[src/rtl/addr_data_pkg.sv]
// Shared address/data pair type used by the FIFO and the neighbouring register stage.
// ADDR_W/DATA_W on the FIFO must not exceed the package widths below.
package addr_data_pkg;

  localparam int ADDR_W_DEF = 32;
  localparam int DATA_W_DEF = 32;

  typedef struct packed {
    logic [ADDR_W_DEF-1:0] addr;
    logic [DATA_W_DEF-1:0] data;
  } addr_data_t;

  localparam addr_data_t ADDR_DATA_ZERO = '0;

endpackage : addr_data_pkg

[src/rtl/addr_data_mem.sv]
// DEPTH x addr_data_t storage: one synchronous write port, one asynchronous read port.
// Contents are intentionally not reset; the FIFO's occupancy decides what is valid.
module addr_data_mem
  import addr_data_pkg::*;
#(
  parameter int DEPTH = 4
) (
  input  logic                     clk,
  input  logic                     wr_en,
  input  logic [$clog2(DEPTH)-1:0] wr_ptr,
  input  addr_data_t               wr_entry,
  input  logic [$clog2(DEPTH)-1:0] rd_ptr,
  output addr_data_t               rd_entry
);

  addr_data_t mem_reg [DEPTH];

  always_ff @(posedge clk) begin
    if (wr_en) begin
      mem_reg[wr_ptr] <= wr_entry;
    end
  end

  // Read is combinational so the head entry is visible the edge after it is written.
  assign rd_entry = mem_reg[rd_ptr];

endmodule : addr_data_mem

[src/rtl/addr_data_fifo.sv]
// Address/data FIFO with valid/ready on both sides, occupancy count and a sticky
// overflow-attempt flag. Flags derive only from the registered count.
module addr_data_fifo
  import addr_data_pkg::*;
#(
  parameter int DEPTH  = 4,
  parameter int ADDR_W = ADDR_W_DEF,
  parameter int DATA_W = DATA_W_DEF
) (
  input  logic                     clk,
  input  logic                     rst,
  input  logic                     in_valid,
  output logic                     in_ready,
  input  logic [ADDR_W-1:0]        in_addr,
  input  logic [DATA_W-1:0]        in_data,
  output logic                     out_valid,
  input  logic                     out_ready,
  output logic [ADDR_W-1:0]        out_addr,
  output logic [DATA_W-1:0]        out_data,
  output logic [$clog2(DEPTH):0]   count,
  output logic                     ovf_err,
  input  logic                     clr_err
);

  localparam int PTR_W = $clog2(DEPTH);
  localparam int CNT_W = PTR_W + 1;
  localparam logic [PTR_W-1:0] LAST_PTR = PTR_W'(DEPTH - 1);

  logic [PTR_W-1:0] wr_ptr_reg, wr_ptr_next;
  logic [PTR_W-1:0] rd_ptr_reg, rd_ptr_next;
  logic [CNT_W-1:0] count_reg, count_next;
  logic             ovf_reg, ovf_next;
  logic             push, pop;
  addr_data_t       wr_entry, rd_entry;

  assign in_ready  = (count_reg < CNT_W'(DEPTH));
  assign out_valid = (count_reg != '0);
  assign push      = in_valid && in_ready;
  assign pop       = out_valid && out_ready;

  always_comb begin
    wr_entry      = ADDR_DATA_ZERO;
    wr_entry.addr = ADDR_W_DEF'(in_addr);
    wr_entry.data = DATA_W_DEF'(in_data);
  end

  addr_data_mem #(
    .DEPTH (DEPTH)
  ) u_mem (
    .clk      (clk),
    .wr_en    (push),
    .wr_ptr   (wr_ptr_reg),
    .wr_entry (wr_entry),
    .rd_ptr   (rd_ptr_reg),
    .rd_entry (rd_entry)
  );

  always_comb begin
    wr_ptr_next = wr_ptr_reg;
    rd_ptr_next = rd_ptr_reg;
    count_next  = count_reg;
    ovf_next    = ovf_reg;

    if (push) begin
      wr_ptr_next = (wr_ptr_reg == LAST_PTR) ? '0 : wr_ptr_reg + PTR_W'(1);
    end
    if (pop) begin
      rd_ptr_next = (rd_ptr_reg == LAST_PTR) ? '0 : rd_ptr_reg + PTR_W'(1);
    end

    unique case ({push, pop})
      2'b10:   count_next = count_reg + CNT_W'(1);
      2'b01:   count_next = count_reg - CNT_W'(1);
      default: count_next = count_reg;
    endcase

    // A fresh overflow attempt outranks a clear in the same cycle.
    if (in_valid && !in_ready) begin
      ovf_next = 1'b1;
    end else if (clr_err) begin
      ovf_next = 1'b0;
    end
  end

  always_ff @(posedge clk or negedge rst) begin
    if (!rst) begin
      wr_ptr_reg <= '0;
      rd_ptr_reg <= '0;
      count_reg  <= '0;
      ovf_reg    <= 1'b0;
    end else begin
      wr_ptr_reg <= wr_ptr_next;
      rd_ptr_reg <= rd_ptr_next;
      count_reg  <= count_next;
      ovf_reg    <= ovf_next;
    end
  end

  // Stale storage is hidden whenever the FIFO is empty.
  assign out_addr = out_valid ? ADDR_W'(rd_entry.addr) : '0;
  assign out_data = out_valid ? DATA_W'(rd_entry.data) : '0;
  assign count    = count_reg;
  assign ovf_err  = ovf_reg;

endmodule : addr_data_fifo

[config.mk]
export PLATFORM = sky130hd
export DESIGN_NAME = addr_data_fifo
export DESIGN_NICKNAME = d
export VERILOG_FILES = /design/src/rtl/addr_data_pkg.sv /design/src/rtl/addr_data_mem.sv /design/src/rtl/addr_data_fifo.sv
export SDC_FILE = /design/constraint.sdc
export NUM_CORES = 1
export LEC_CHECK = 0
export BUFFER_PORTS_ARGS = -buffer_cell sky130_fd_sc_hd__buf_2
export CORE_UTILIZATION = 35
export DETAILED_ROUTE_END_ITERATION = 10
export GPL_ROUTABILITY_DRIVEN = 0
export GPL_TIMING_DRIVEN = 1
export PLACE_DENSITY = 0.63
export SLEW_MARGIN = 20
export SYNTH_ARGS = -nofsm -noshare
export SYNTH_HDL_FRONTEND = slang
export SYNTH_SLANG_ARGS = --single-unit
[constraint.sdc]
create_clock -name clk -period 3.05 [get_ports clk]
set_input_delay 0.61 -clock clk [delete_from_list [all_inputs] [get_ports clk]]
set_output_delay 0.61 -clock clk [all_outputs]
set_load 0.005 [all_outputs]
## Yosys cells after proc, flatten, opt, wreduce, memory -nomap -nowiden

Memories as Yosys holds them, arrays and structs flattened.
Cells that the tools add are included.

| word-level totals | value |
|---|---|
| register bits | 8 |
| bits in writable memories | 256 |
| bits of input ports | 69 |
| output and inout bits | 70 |
| logic and storage cells | 30 |
| memories | 1 |

| operators by class | value |
|---|---|
| add/sub/neg operators | 4 |
| magnitude comparators | 1 |
| eq/ne operators | 4 |
| mux-type cells | 9 |
| reductions and logical operators | 7 |

Memories:

| memory | words | width | read ports | clocked after Yosys merged registers in | write ports | line | text |
|---|---|---|---|---|---|---|---|
| u_mem.mem_reg | 4 | 64 | 1 | 0 | 1 | addr_data_mem.sv:16 | `addr_data_t mem_reg [DEPTH];` |

Operators by type and width:

| kind | number |
|---|---|
| $mux 32 | 2 |
| $eq 2x2->1 const B | 3 |
| $pmux 3 s2 | 1 |
| $add 2x1->2 const B | 2 |
| $mux 1 | 4 |
| $mux 2 | 2 |
| $reduce_bool 2->1 | 2 |
| $add 3x1->3 const B | 1 |
| $logic_and 1x1->1 | 3 |
| $lt 3x3->1 const B | 1 |
| $reduce_bool 3->1 | 1 |
| $sub 3x1->3 const B | 1 |
| $eq 2x1->1 const B | 1 |
| $logic_not 1->1 | 1 |

## Longest topological paths before layout

Gate-level depths: netlist (run 1).

| logic depth | value |
|---|---|
| word-level depth | 4 |
| gate-level depth with buffers | 9 |
| mapped depth without buffers | 8 |

## Cells and area by module

From an unflattened synthesis (run 1), not the netlist that was laid out.

| unflattened totals | value |
|---|---|
| cells, all modules | 444 |
| area, all modules | 10196.0 sq um |

By module, submodules not included:

| module | instances | cells an instance | area each (sq um) | sequential area each (sq um) |
|---|---|---|---|---|
| addr_data_mem | 1 | 338 | 9341.5 | 7687.4 |
| addr_data_fifo | 1 | 106 | 854.6 | 200.2 |

## Least setup slack after synthesis (run 1)

OpenSTA, ideal clock, no wires.

| timing | value |
|---|---|
| path kind | input-to-reg |
| from | input in_valid |
| to | memory u_mem.mem_reg[0][0] in the netlist's numbering (enable) |
| library setup time | 0.429 ns |
| arrival time | 2.482 ns |
| data required time | 2.621 ns |
| setup slack | 0.140 ns |
| stages | 3 |
| path buffers | 1 |
| path through | nor2b_1 > clkbuf_1 > and2_1 |

| on the way | value |
|---|---|
| cells in the longest elaborated chain, start to end | 3 |

RTL lines:

| element | line | text |
|---|---|---|
| start, declared | addr_data_fifo.sv:12 | `input logic in_valid,` |
| $logic_and 1x1->1 | addr_data_fifo.sv:38 | `assign push = in_valid && in_ready;` |
| $mux 1 | addr_data_mem.sv:19 | `if (wr_en) begin` |
| $mux 1 (not written as such) | addr_data_mem.sv:20 | `mem_reg[wr_ptr] <= wr_entry;` |
| end, declared | addr_data_mem.sv:16 |  |

Every way passes these cells.

## Worst setup path in the final report (run 1)

| timing | value |
|---|---|
| from | register rd_ptr_reg[1] |
| to | output out_data[25] |

| on the way | value |
|---|---|
| cells in the longest elaborated chain, start to end | 2 |

RTL lines:

| element | line | text |
|---|---|---|
| start, declared | addr_data_fifo.sv:30 | `logic [PTR_W-1:0] rd_ptr_reg, rd_ptr_next;` |
| start signal, assigned | addr_data_fifo.sv:93 | `rd_ptr_reg <= rd_ptr_next;` |
| $mem_v2 4x64 | - |  |
| $mux 32 | addr_data_fifo.sv:101 | `assign out_data = out_valid ? DATA_W'(rd_entry.data) : '0;` |
| end, declared | addr_data_fifo.sv:19 | `output logic [DATA_W-1:0] out_data,` |

Every way passes these cells.

==> flow_summary.ini, run 1 <==
[logic_synthesis]
ys_seq_area_share_pct = 77.9
ys_types = 18
synth_fp_nets = 528
syn_avg_cell_area_um2 = 22.4
synth_cells = 452
yosys_warnings = 0
syn-cell-area_mm2 = 0.0101
synth_seq_cells = 264

[routing]
vias = 4839
dr.pass1.iters = 4
drt_wl_total_um = 20100
drcViolationCount = 0
ant_nets = 0
drt_iter0_drc = 303
post_drt_wl_per_cell_um = 19.8
post_drt_via_cell_ratio = 4.77

[power_and_ir_drop]
pwr-share-seq_pct = 40.5
pwr-share-comb_pct = 29.5
powerDensity_mw_per_mm2 = 956
power_switching_mw = 3.16
power_mw = 11.9
power_leakage_nw = 4.27
p_sw_share_pct = 26.7
p_clk_share_pct = 30.0
p_int_mw = 8.69
ir_drop_uv = 453

[setup_path]
rr_worst_depth = 3
rrSetupSlack_ps = 920
r2r-end = u_mem.mem_reg[3][33]
worstPathRequired_ps = 2440
start_kind = flip-flop
worstSetupPathType = flip-flop to primary output
path_max_fanout = 31
cp-end-kind = primary output
crit_arrival_ps = 2230
r2r_start = count[2]

[global_route]
grt_usage_pct = 13.8
grt_pass1_vias = 5271
grt_max_degree = 66
antenna_found_initial = 3
grt.overflow.total = 0
grt_pass1_wl_um = 30200

[timing]
slew_violations = 0
rsz0062_at_grt = no
fmaxAchievable_mhz = 353
relSlewSlack_pct = 54.8
fin_crit_sh_pct = 93.0
hold_viol_final = 0
period_needed_ps = 2840
setup_viol = 0
skew_ps = 9.22
tightestPinTransition_ps = 678
tns_ps = 0

[finish]
drive_above_1_share_pct = 42.5
ff_latch_area_mm2 = 0.00790
multi_input_area_mm2 = 0.00209
num-nets-final = 693
largest_register_ffs = 256
area_growth_pct = 22.4
post-route-cell-area_mm2 = 0.0124
n_fill_cell = 2511

[cts]
cts_htree_levels = 1
clock_latency_ps = 520
cts_tree = done
clk_path_buf_depth = 3
cts_num_sinks = 264
cts-buffers-inserted = 27
cts_root_buf = clkbuf_16
clk_pin_slew_ps = 50

[floorplanning]
die_area_mm2 = 0.0296
die_height_um = 172
top_level_ports = 139
num_rows = 61
fp.dieW_um = 172
start_util_pct = 36.0
core_mm2 = 0.0281

[flow_run]
drv_cap = 0

[worst_hold_path]
min-delay-path-class = input pin to flip-flop
min_from = clr_err
worstHoldPathCells = 2
min_to = ovf_err

[placement]
hpwlAfterDp_um = 12300
port_buffers = 138
place_area_mm2 = 0.0114

[status]
outcome = finished clean
## cells by family (layout without fill, tap and decap cells)
family                   after synthesis  count (layout)  share of synthesized area (%)
adder cells (fa/ha/maj)                7               7                          0.939
buffers and inverters                 30             214                           1.58
multiplexers                          66              66                           14.5
AO/OA/AOI/OAI                          4               4                          0.198
other                                  0               1                              0
AND/OR/NAND/NOR                       78              78                           4.65
flip-flops                           264             264                           77.9
XOR/XNOR                               3               3                          0.260
## through the flow
| stage | setup slack (ps) | hold WS (ps) | cells | utilization, % |
|---|---|---|---|---|
| 2_1_floorplan | 140 | 314 | 452 | - |
| 3_3_place_gp | 581 | 462 | 961 | 40.5 |
| 3_5_place_dp | 565 | 468 | 961 | 40.5 |
| 4_1_cts | 5.85 | 270 | 1010 | 44.0 |
| 5_1_grt | 117 | 284 | 1014 | 44.1 |
| 6_report | 213 | 291 | 1015 | 44.1 |
## Yosys cell counts
| cell | count | area [um2] |
|---|---|---|
| clkbuf_1 | 9 | 33.8 |
| buf_2 | 8 | 40.0 |
| or3_1 | 1 | 6.26 |
| nor2_1 | 3 | 11.3 |
| xor2_1 | 1 | 8.76 |
| xnor2_1 | 2 | 17.5 |
| fa_1 | 1 | 20.0 |
| and2_1 | 69 | 432 |
| edfxtp_1 | 256 | 7690 |
| mux2_2 | 2 | 22.5 |
| ha_1 | 6 | 75.1 |
| nand2_1 | 4 | 15.0 |
| dfrtp_1 | 8 | 200 |
| nor2b_1 | 1 | 6.26 |
| buf_6 | 5 | 56.3 |
| o21ai_0 | 4 | 20.0 |
| mux4_2 | 64 | 1440 |
| inv_1 | 8 | 30.0 |
## what timing repair did
action | 4_1_cts | 5_1_grt
endpoints found under the hold margin | 8 | 0
setup endpoints to repair | 0 | 16
buffers inserted | 0 | 4
hold buffers | 1 | 0
resized for setup | 0 | 0
## layer usage
metal | track usage (%) | share of wire, % | routed length (um) | vias up
li1 | - | - | - | 2154
met1 | 17.1 | 41 | 8260 | 2518
met2 | 24.3 | 51 | 10300 | 131
met3 | 2.91 | 5.6 | 1130 | 34
met4 | 3.85 | 2.0 | 405 | 2
met5 | 0 | 0.060 | 12 | -
## power groups by stage
stage	registers [mW]	logic, mW	clock network (mW)
floorplan	4.74	2.26	0
global placement	4.90	3.45	0
detailed placement	4.94	3.51	0
CTS	4.86	3.53	3.65
global route	4.85	3.88	3.75
finish	4.80	3.49	3.56
## cell usage in the layout (no fill, tap or decap), types with 2 or more instances in the layout
cell type   synthesis  routed
and2_4              0       4
bufinv_16           0       7
dfrtp_4             0       2
dfrtp_1             8       6
buf_12              0       7
clkinvlp_4          0       3
clkbuf_8            0       2
buf_2               8     138
nor2_1              3       3
edfxtp_1          256     256
ha_1                6       6
and2_1             69      65
clkbuf_16           0      27
xnor2_1             2       2
nand2_1             4       4
mux2_2              2       2
clkbuf_1            9       7
inv_1               8       8
o21ai_0             4       4
buf_4               0      12
mux4_2             64      64
## worst max-delay path, stage by stage, from the launching register on
cell	delay, ps
dfrtp_4	760
buf_12	290
mux4_2	350
and2_1	170
buf_2	120
## how the worst max path moves through the flow
| stage | startpoint | end | slack [ps] | cells past startpoint |
|---|---|---|---|---|
| 2_1_floorplan | in_valid | u_mem.mem_reg[0][0] | 140 | 3 |
| 3_3_place_gp | rd_ptr_reg[0] | out_addr[25] | 580 | 4 |
| 3_5_place_dp | rd_ptr_reg[0] | out_addr[25] | 560 | 4 |
| 4_1_cts | rd_ptr_reg[0] | out_addr[25] | 6 | 4 |
| 5_1_grt | rd_ptr_reg[1] | out_data[8] | 120 | 4 |
| 6_report | rd_ptr_reg[1] | out_data[25] | 210 | 4 |
## cell type report
type | instances | share of cell area (%)
inverter | 8 | 0.242
clock buffer | 36 | 5.89
sequential | 264 | 63.7
antenna | 1 | 0.0202
tap | 378 | 3.82
timing repair buffer | 158 | 7.51
clock inverter | 12 | 1.98
multi-input combinational | 158 | 16.8
Note: power is estimated with default switching activity, not from simulation.
==> inputs of run 2 (changes only) <==
Settings changed: CORE_ASPECT_RATIO set to 0.5, PLACE_DENSITY 0.63 to 0.65, SYNTH_HIERARCHICAL set to 1.
Clock period 3.05 ns to 2.5 ns, I/O delays scaled along.
==> flow_summary.ini, run 2 <==
[floorplanning]
die_height_um = 123
fp.dieW_um = 243
die_area_mm2 = 0.0299
num_rows = 43
top_level_ports = 139
core_mm2 = 0.0281
start_util_pct = 36.2

[power_and_ir_drop]
powerDensity_mw_per_mm2 = 1230
power_leakage_nw = 4.53
ir_drop_uv = 746

[global_route]
grt_usage_pct = 13.4
grt_pass1_vias = 5175
grt_pass1_wl_um = 30000
grt_max_degree = 65
antenna_found_initial = 3
grt.overflow.total = 0

[setup_path]
cp-end-kind = primary output
start_kind = flip-flop
crit_arrival_ps = 2070
path_max_fanout = 8
worstSetupPathType = flip-flop to primary output
worstPathRequired_ps = 2000

[finish]
final_common_cell = edfxtp_1
fin_cells = 1017
postLayoutCoreUtil_pct = 46.2
num-nets-final = 687
n_fill_cell = 2351
multi_input_area_mm2 = 0.00224
area_growth_pct = 27.4
ff_latch_area_mm2 = 0.00789
post-route-cell-area_mm2 = 0.0130
most-common-layout-cells = edfxtp_1, buf_2, mux4_2
drive_above_1_share_pct = 52.8
largest_register_ffs = 256

[timing]
period_needed_ps = 2570
tightestPinTransition_ps = 437
skew_ps = 9.85
fmaxAchievable_mhz = 390
fin_crit_sh_pct = 103
slew_violations = 0
relSlewSlack_pct = 70.9
rsz0062_at_grt = yes
hold_viol_final = 0
setup_viol = 54
fin_ws_ps = -65.4

[cts]
clock_latency_ps = 520
cts_tree = done
clk_pin_slew_ps = 60
cts_root_buf = clkbuf_16
clk_path_buf_depth = 3
cts_num_sinks = 264
cts_htree_levels = 1
cts-buffers-inserted = 24

[logic_synthesis]
ys_types = 26
synth.most_common_cell = edfxtp_1
synth_cells = 444
syn-cell-area_mm2 = 0.0102
synth_area_leaders = edfxtp_1, mux4_2, and2_1
ys_top_cells_by_count = edfxtp_1, and2_1, mux4_2
yosysTopAreaCellShare_pct = 75.4
ys.flop_type = edfxtp_1
syn_avg_cell_area_um2 = 23.0
ys_seq_area_share_pct = 77.4
yosysTopAreaCell = edfxtp_1
synth_seq_cells = 264
synth_edf_count = 256
async_flop_share_pct = 3.03
synth_fp_nets = 517
yosys_warnings = 6

[placement]
dpl.cell_count = 956
port_buffers = 138
place_area_mm2 = 0.0114
hpwlAfterDp_um = 11200

[routing]
post_drt_via_cell_ratio = 4.73
vias = 4815
drt_wl_total_um = 20500
ant_nets = 0
drcViolationCount = 0
drt_iter0_drc = 325
post_drt_wl_per_cell_um = 20.2
dr.pass1.iters = 4

[worst_hold_path]
min-delay-path-class = input pin to flip-flop

[status]
violations = negative setup slack
outcome = finished with violations

[flow_run]
drv_cap = 0
[run 2: cell count changes after synthesis, sizes merged]
cell    change
and2        -4
ha          -3
and3b       +2
clkbuf      -2
inv         -2
mux2        +2
nand2       -2
o21ai       -2
and3        +1
buf         +1
nor3b       +1
[run 2: kinds of logic after synthesis]
kind of cell | after synthesis | synth area share (%)
AOI/OAI and AO/OA | 2 | 0.0982
xor gates and xnor gates | 3 | 0.258
adders and majority gates | 4 | 0.565
buffers and inverters | 27 | 2.25
DFF | 264 | 77.4
muxes | 68 | 14.8
and+or+nand+nor | 76 | 4.68
[run 2: per-layer routing]
| layer | vias up | share of wire (%) | global-route usage, % |
|---|---|---|---|
| li1 | 2147 | - | - |
| met4 | 0 | 2.7 | 4.17 |
| met1 | 2545 | 43 | 17.9 |
| met3 | 33 | 3.4 | 1.92 |
| met2 | 90 | 51 | 22.9 |
| met5 | - | 0 | 0 |
[run 2: path summary, 6_finish.rpt]
check	cells past startpoint	slack (ps)	start	to
setup / recovery	5	-70	rd_ptr_reg[0]	out_addr[9]
hold / removal	2	170	clr_err	ovf_err
hold reg to reg	2	530	ovf_err	ovf_err
max in group asynchronous	2	1930	rst	rd_ptr_reg[0]
min in group asynchronous	2	360	rst	wr_ptr_reg[1]
setup reg to reg	6	480	count[1]	count[1]
[run 2: area by class of cell]
| cell class | instances | share of cell area (%) |
|---|---|---|
| inverter | 6 | 0.173 |
| multi-input combinational | 153 | 17.2 |
| clock inverter | 11 | 1.10 |
| antenna | 3 | 0.0578 |
| tap | 382 | 3.68 |
| clock buffer | 33 | 5.04 |
| sequential | 264 | 60.8 |
| timing repair buffer | 165 | 12.0 |
[run 2: stage by stage]
stage                     hold slack [ps]  power (mW)  setup slack, ps  TNS [ps]
after floorplan                       204        8.75             -288    -18420
after global placement                362        10.4              343         0
after detailed placement              365        10.4              340         0
after CTS                             159        14.9             -129     -5000
after global routing                  173        16.7             -132     -5710
final                                 171        16.0            -65.4     -1230
[run 2: worst max-delay path, cell delays in order, from the launching register on]
cell,delay (ps)
dfrtp_4,450
buf_8,150
clkbuf_16,180
mux4_2,510
and2_4,160
buf_6,110
[run 2: power by group]
| part | switching [mW] | internal, mW |
|---|---|---|
| Combinational | 2.49 | 4.00 |
| Clock | 1.56 | 2.15 |
| Sequential | 0.201 | 5.57 |
| Total | 4.25 | 11.7 |
[run 2: timing repair]
item	in CTS	in global routing
endpoints found under the setup margin	62	64
buffers inserted	4	4
endpoints found under the hold margin	8	0
pin swaps	1	0
hold buffers	1	0
gates cloned	2	4
gates resized for setup	46	93
